<file path="src/rtl/uart_rx_buffered.sv">
// uart_rx_buffered
// Serial receive front end for an 8N1 UART. The asynchronous rx pin is
// synchronised and a falling edge starts a frame. The start bit is
// re-checked at mid-bit. Eight data bits are then sampled LSB first and
// the stop bit is checked. Good bytes are stored in a small show-ahead
// FIFO, which the CPU-side register logic drains.
//
// Ports:
//   clk          system clock
//   rst_n        asynchronous active-low reset
//   rx_en        receiver enable; dropping it mid-frame aborts the frame
//   rx           serial line, asynchronous, idle high
//   rd_en        single-cycle pulse that pops the FIFO head
//   clr_err      clears the sticky overrun / frame_err flags
//   rx_data      FIFO head byte, 0x00 when empty
//   receive_flag FIFO not empty
//   overrun      sticky: a good byte was dropped because the FIFO was full
//   frame_err    sticky: a stop bit was sampled low
//   busy         receiver state is not IDLE

module uart_rx_buffered #(
    parameter int CLKS_PER_BIT = 434,
    parameter int FIFO_DEPTH   = 4
) (
    input  logic       clk,
    input  logic       rst_n,
    input  logic       rx_en,
    input  logic       rx,
    input  logic       rd_en,
    input  logic       clr_err,
    output logic [7:0] rx_data,
    output logic       receive_flag,
    output logic       overrun,
    output logic       frame_err,
    output logic       busy
);

    localparam int         AW      = $clog2(FIFO_DEPTH);
    localparam logic [11:0] HALF_M1 = 12'(CLKS_PER_BIT / 2 - 1);
    localparam logic [11:0] FULL_M1 = 12'(CLKS_PER_BIT - 1);

    typedef enum logic [1:0] {
        IDLE,
        START,
        DATA,
        STOP
    } state_t;

    state_t      state_q, state_d;
    logic [11:0] cnt_q, cnt_d;
    logic [2:0]  idx_q, idx_d;
    logic [7:0]  shift_q, shift_d;
    logic        busy_q, busy_d;
    logic        overrun_q, overrun_d;
    logic        frame_err_q, frame_err_d;
    logic [AW:0] wr_ptr_q, wr_ptr_d;
    logic [AW:0] rd_ptr_q, rd_ptr_d;

    logic        rx_meta_q, rx_s_q, rx_d_q;
    logic [7:0]  fifo_mem [FIFO_DEPTH];

    logic        fifo_empty, fifo_full;
    logic        push, pop, set_ovr, set_ferr;

    // Pointers carry one extra wrap bit so full and empty can be told apart.
    assign fifo_empty = (wr_ptr_q == rd_ptr_q);
    assign fifo_full  = (wr_ptr_q[AW] != rd_ptr_q[AW]) &&
                        (wr_ptr_q[AW-1:0] == rd_ptr_q[AW-1:0]);

    // Two-flop synchroniser for the pin, plus one delayed copy for edge detect.
    // All three idle high so a reset never looks like a falling edge.
    always_ff @(posedge clk or negedge rst_n) begin
        if (!rst_n) begin
            rx_meta_q <= 1'b1;
            rx_s_q    <= 1'b1;
            rx_d_q    <= 1'b1;
        end else begin
            rx_meta_q <= rx;
            rx_s_q    <= rx_meta_q;
            rx_d_q    <= rx_s_q;
        end
    end

    // Receive state machine: next state, bit timing, shift register and
    // the push / error decisions taken at the stop-bit sample.
    always_comb begin
        state_d  = state_q;
        cnt_d    = cnt_q;
        idx_d    = idx_q;
        shift_d  = shift_q;
        push     = 1'b0;
        set_ovr  = 1'b0;
        set_ferr = 1'b0;

        if (state_q != IDLE && !rx_en) begin
            // Abort: drop the partial byte, leave FIFO and flags alone.
            state_d = IDLE;
            cnt_d   = '0;
            idx_d   = '0;
        end else begin
            case (state_q)
                IDLE: begin
                    // Edge-triggered so a line held low cannot retrigger.
                    if (rx_en && rx_d_q && !rx_s_q) begin
                        state_d = START;
                        cnt_d   = '0;
                    end
                end
                START: begin
                    if (cnt_q == HALF_M1) begin
                        cnt_d   = '0;
                        idx_d   = '0;
                        state_d = rx_s_q ? IDLE : DATA;
                    end else begin
                        cnt_d = cnt_q + 12'd1;
                    end
                end
                DATA: begin
                    if (cnt_q == FULL_M1) begin
                        shift_d[idx_q] = rx_s_q;
                        cnt_d          = '0;
                        idx_d          = idx_q + 3'd1;
                        if (idx_q == 3'd7) begin
                            state_d = STOP;
                        end
                    end else begin
                        cnt_d = cnt_q + 12'd1;
                    end
                end
                STOP: begin
                    if (cnt_q == FULL_M1) begin
                        cnt_d   = '0;
                        state_d = IDLE;
                        if (rx_s_q) begin
                            // A pop in the same cycle frees the slot on a full FIFO.
                            if (!fifo_full || rd_en) begin
                                push = 1'b1;
                            end else begin
                                set_ovr = 1'b1;
                            end
                        end else begin
                            set_ferr = 1'b1;
                        end
                    end else begin
                        cnt_d = cnt_q + 12'd1;
                    end
                end
                default: begin
                    state_d = IDLE;
                    cnt_d   = '0;
                    idx_d   = '0;
                end
            endcase
        end
    end

    // FIFO pointer update and sticky flags. A set beats a simultaneous clear.
    always_comb begin
        pop         = rd_en && !fifo_empty;
        wr_ptr_d    = wr_ptr_q + (AW+1)'(push);
        rd_ptr_d    = rd_ptr_q + (AW+1)'(pop);
        overrun_d   = set_ovr  | (overrun_q   & ~clr_err);
        frame_err_d = set_ferr | (frame_err_q & ~clr_err);
        busy_d      = (state_d != IDLE);
    end

    // State and control registers.
    always_ff @(posedge clk or negedge rst_n) begin
        if (!rst_n) begin
            state_q     <= IDLE;
            cnt_q       <= '0;
            idx_q       <= '0;
            shift_q     <= '0;
            busy_q      <= 1'b0;
            overrun_q   <= 1'b0;
            frame_err_q <= 1'b0;
            wr_ptr_q    <= '0;
            rd_ptr_q    <= '0;
        end else begin
            state_q     <= state_d;
            cnt_q       <= cnt_d;
            idx_q       <= idx_d;
            shift_q     <= shift_d;
            busy_q      <= busy_d;
            overrun_q   <= overrun_d;
            frame_err_q <= frame_err_d;
            wr_ptr_q    <= wr_ptr_d;
            rd_ptr_q    <= rd_ptr_d;
        end
    end

    // FIFO storage needs no reset: the output is forced to zero while empty.
    always_ff @(posedge clk) begin
        if (push) begin
            fifo_mem[wr_ptr_q[AW-1:0]] <= shift_q;
        end
    end

    assign rx_data      = fifo_empty ? 8'h00 : fifo_mem[rd_ptr_q[AW-1:0]];
    assign receive_flag = !fifo_empty;
    assign overrun      = overrun_q;
    assign frame_err    = frame_err_q;
    assign busy         = busy_q;

endmodule

</file>
<file path="config.mk">
export PLATFORM = sky130hd
export DESIGN_NAME = uart_rx_buffered
export DESIGN_NICKNAME = d
export VERILOG_FILES = /design/src/rtl/uart_rx_buffered.sv
export SDC_FILE = /design/constraint.sdc
export NUM_CORES = 1
export LEC_CHECK = 0
export CORE_UTILIZATION = 55
export CTS_CLUSTER_DIAMETER = 200
export DETAILED_ROUTE_END_ITERATION = 16
export PLACE_DENSITY = 0.78
export SYNTH_ARGS = -nofsm -noshare
export SYNTH_HDL_FRONTEND = slang
export SYNTH_SLANG_ARGS = --single-unit
</file>
<file path="constraint.sdc">
create_clock -name clk -period 7.2 [get_ports clk]
set_clock_uncertainty 0.05 [all_clocks]
set_input_delay 1.08 -clock clk [delete_from_list [all_inputs] [get_ports clk]]
set_output_delay 1.08 -clock clk [all_outputs]
set_load 0.05 [all_outputs]
</file>
======== Word-level counts from Yosys, hierarchy flattened ========
Memory sizes are Yosys's and may differ from the RTL's.
Cells that the tools add are included.
word-level totals
  bits in registers ....................... 37
  memory bits (writable) .................. 32
  output and inout bits ................... 12
  logic and storage cells ................. 92
  memories kept ........................... 1
operators by class
  add/subtract/negate cells ............... 4
  magnitude comparators ................... 2
  equality and inequality tests ........... 12
  mux-type cells .......................... 37
  bitwise logic cells ..................... 6
  reduce and logical (&&, ||, !) cells .... 18
memory list
  memory    depth  width  read ports  clocked after Yosys merged registers in  write ports  line  RTL
  fifo_mem  4      8      1           0                                        1            60    logic [7:0] fifo_mem [FIFO_DEPTH];
operators with widths
  kind                                                  count
  2-to-1 mux 12 bit                                     4
  case mux 12 bit (3 select lines)                      1
  2-to-1 mux 1 bit                                      17
  2-to-1 mux 2 bit                                      7
  adder 12 x 1 -> 12 bit, second input constant         1
  equality test 12 x 8 -> 1 bit, second input constant  1
  equality test 12 x 9 -> 1 bit, second input constant  1
  2-to-1 mux 3 bit                                      3
  != test 3 bit, second input constant                  3
  bitwise mux 8 bit                                     1
  2-to-1 mux 8 bit                                      1
  case mux 2 bit (4 select lines)                       1
  adder 3 x 1 -> 3 bit                                  2
  logical AND 1 bit                                     6
  case mux 3 bit (2 select lines)                       1
  AND reduction 3 bit                                   2
  equality test 2 bit, second input constant            2
  zero test 1 bit                                       4
  < comparator 3 x 4 -> 1 bit, second input constant    1
  nonzero test 2 bit                                    2
  adder 3 x 1 -> 3 bit, second input constant           1
  demux 1 bit (select 3 bit)                            1
  equality test 3 bit                                   1
  equality test 3 bit, second input constant            1
  11 further kinds                                      14

======== Depth between registers and ports, before layout ========
  depth in word-level cells ............... 11
  gate-level depth with buffers ........... 9
  depth with buffers taken out ............ 9

======== Worst setup path before layout ========
Ideal clock, no wire load.
  kind .................................... input to register
  from .................................... input rx_en
  to ...................................... memory fifo_mem[2][0], enable pin
  arrival ................................. 2,696 ps
  path slack .............................. 4,069 ps
  cell stages on the path ................. 4
  cell sequence ........................... buf_4 nand2_1 or4b_1 nor3b_1
on the way
  longest elaborated chain between the ends .. 5
ends and longest elaborated chain
  item                                    line  RTL
  from (decl)                             27    input logic rx_en,
  zero test 1 bit                         95    if (state_q != IDLE && !rx_en) begin
  logical AND 1 bit                       95
  2-to-1 mux 1 bit                        95
  2-to-1 mux 1 bit                        194   if (push) begin
  2-to-1 mux 1 bit (not written as such)  195   fifo_mem[wr_ptr_q[AW-1:0]] <= shift_q;
  to (decl)                               60
Every way passes these cells.

======== Worst setup path after layout ========
  from .................................... register rd_ptr_q[0]
  to ...................................... output rx_data[5]
on the way
  longest elaborated chain between the ends .. 2
  elaborated cells on any way between the ends .. 3
  those cells by class .................... eq/ne: 1; mux: 1; memory: 1
ends and longest elaborated chain
  item                                                            line  RTL
  from (decl)                                                     57    logic [AW:0] rd_ptr_q, rd_ptr_d;
  from (signal assigned)                                          188   rd_ptr_q <= rd_ptr_d;
  memory read (4 x 8 bit) or equality test 3 bit (tied branches)  --
  2-to-1 mux 8 bit (*)                                            199   assign rx_data = fifo_empty ? 8'h00 : fifo_mem[rd_ptr_q[AW-1:0]];
  to (decl)                                                       31    output logic [7:0] rx_data,
Every way passes the cells marked *; elsewhere a longest branch is shown, timed or not.

==> metrics <==
Wirelength per Cell 16.2 um; critical-path maximum fanout 10; RePlAce Congestion 0.860; synth warn 0; Register-to-Register Path Depth 6; Buf/Inv on CP 1; root buf cell clkbuf_8; leakage 1.45 nW; clock buffer count from CTS 9; Antenna Cells 0; Core Region 5570 sq um; WP data arrival 2900 ps; Startpoint Class flip-flop; DR WL met3 189 um; post-CTS sizing 0; worst relative slew slack 23.6%; die span in x 78.4 um; clock latency on the worst-skew pair 340 ps; pwr dens 244 nW/um^2; global route overflow 0; final antenna-violating net count 0; Slowest cell on crit path nor3_1; Clock Sinks 69; Avg Cell Area, Syn 13.2 sq um; htree depth 3; row count 27; drc violations 0; initial DRC count 108; Area contributors post-synth edfxtp_1 30%, dfrtp_1 26%, mux4_2 5.6%, ha_1 3.5%, mux2_1 2.8%; Nets 275; die area 6150 sq um; Bufs on Longest Clock Path 2; CTS tree done; Setup CP Type reg -> out; setup violators final 0; Setup crit start rd_ptr_q[0]; CP cell instances xor2_1, nor3_1, nor2b_1, clkdlybuf4s50_1; DRT Wirelength 5460 um; # Post-CTS Setup Buffers 0; Final min period 4030 ps; unrepaired setup endpoints after global routing no; Synth area leader edfxtp_1; sequential share of the synthesized area 58.8%; max-slew violation count 0; Placed Cells 321; number of port buffers 17; clock-pin slew on the worst setup and hold paths 70 ps; FF-to-FF End fifo_mem[1][1]; Max Clock Freq 248 MHz; initial core utilization 57.7%; initial antenna violation count 0; highest routed layer met4; number of global-route vias before repair 1947; Worst Path Required 6070 ps; post-synth top area share 29.9%; first-pass GRT wire length 9400 um; Yosys reg bits 69; setup TNS 0 ps; Setup crit end kind output pin; Total GRT Usage 20.7%; number of max-cap violations 0; Mapped Cells 244; status completed; share of cells above drive strength 1 12.5%; Final Hold Fails 0; Worst Setup EP rx_data[5]; slowest stage delay, CP 850 ps; DP HPWL 3880 um; share of flip-flops with an asynchronous set or reset 53.6%; synthesized area 3210 sq um; largest net degree at the start of global routing 38; Die Height 78.4 um; routed wl met2 2710 um; worst slew pin tran 1140 ps; critical path depth in cells 4; First-pass DRT Iterations 4; I/O pin cnt 18; syn nets 259; via count 2010; fin cells 337; Syn-to-layout area delta 12.3%; R2R Setup Slk 3930 ps; worst hold path type reg -> reg; period utilization 55.9%; Synth cell types 53; R2R Path Start cnt_q[1]; via-per-instance ratio 5.96; VDD IR max 0.119 mV; DRT met1 WL 2470 um; CP top delay family simple AND/OR/NAND/NOR gates; Post-synth EDFFs 32; Hold Buf Count CTS 0; Worst Hold Depth 0; Most used DFF post-synth dfrtp_1
==> sequential cells by signal (all words and copies together) (netlist names) <==
signal and flops:
wr_ptr_q 3, cnt_q 12, rx_d_q 1, busy 1, rd_ptr_q 3, shift_q 8, state_q 2, idx_q 3
rx_meta_q 1, fifo_mem 32, frame_err 1, overrun 1, rx_s_q 1
==> cells in the final DEF, fill, tap and decap left out, types with 7 or more instances in the layout <==
master / n
dfrtp_1: 34
edfxtp_1: 32
clkdlybuf4s50_1: 16
nor2b_1: 13
nand2_1: 10
nor2_1: 9
ha_1: 9
clkbuf_8: 9
inv_1: 8
mux4_2: 8
mux2_1: 8
nand3_1: 7
==> per-stage QoR <==
stage / util, % / total power, mW / area, sq um / hold WS [ps] / setup slack [ps]
2_1_floorplan: - / 0.550 / 3210 / 295 / 4070
3_3_place_gp: 61.2 / 0.575 / 3410 / 297 / 3330
3_5_place_dp: 61.2 / 0.585 / 3410 / 299 / 3190
4_1_cts: 64.7 / 0.891 / 3610 / 308 / 3100
5_1_grt: 64.7 / 0.924 / 3610 / 302 / 2870
6_report: 64.7 / 0.882 / 3610 / 305 / 3170
==> cell usage after synthesis, types with 3 or more instances <==
cell	instances
ha_1	9
nor2b_1	13
o22ai_1	3
xor2_1	5
clkbuf_1	5
o21ai_0	5
o21ai_1	4
a21oi_1	5
mux2_1	8
nor3b_1	3
nor3_1	6
nand3_1	7
xnor2_1	4
inv_1	8
a22o_1	3
mux4_2	8
nand4_1	6
dfrtp_1	34
a211oi_1	5
nand2_1	10
nand2b_1	3
nand4b_1	6
nor4_1	3
edfxtp_1	32
buf_2	4
dfstp_2	3
nor2_1	9
==> power breakdown <==
group          internal [mW]  switching (mW)  leakage (nW)
Combinational         0.0519          0.0577         0.495
Clock                  0.160           0.147        0.0895
Sequential             0.425          0.0395         0.868
==> per-layer routing <==
layer	GRT usage, %	up-vias
met3	5.81	11
met2	33.8	38
met4	9.63	0
met1	25.6	1001
li1	-	960
met5	0	-
==> area by class of cell <==
type | instances | area [sq um]
Inverter | 9 | 33.8
Tap cell | 72 | 90.1
Timing Repair Buffer | 17 | 165
Multi-Input combinational cell | 154 | 1230
Sequential cell | 69 | 1890
Clock inverter | 7 | 73.8
Clock buffer | 9 | 124
Fill cell | 412 | 1970
==> kinds of logic after synthesis <==
| group | count (synthesis) | synth area share [%] |
|---|---|---|
| and+or+nand+nor | 80 | 15.3 |
| DFF | 69 | 58.8 |
| AOI/OAI and AO/OA | 39 | 8.33 |
| buffers and inverters | 21 | 2.88 |
| muxes | 17 | 8.76 |
| xor gates and xnor gates | 9 | 2.45 |
| adders and majority gates | 9 | 3.50 |
==> worst min path at each step <==
stage / startpoint / to / slack, ps
floorplan: rx_meta_q / rx_s_q / 300
global placement: rx_meta_q / rx_s_q / 300
detailed placement: rx_meta_q / rx_s_q / 300
CTS: rx_meta_q / rx_s_q / 310
global route: rx_meta_q / rx_s_q / 300
finish: rx_meta_q / rx_s_q / 300
(Power assumes the default switching activity.)
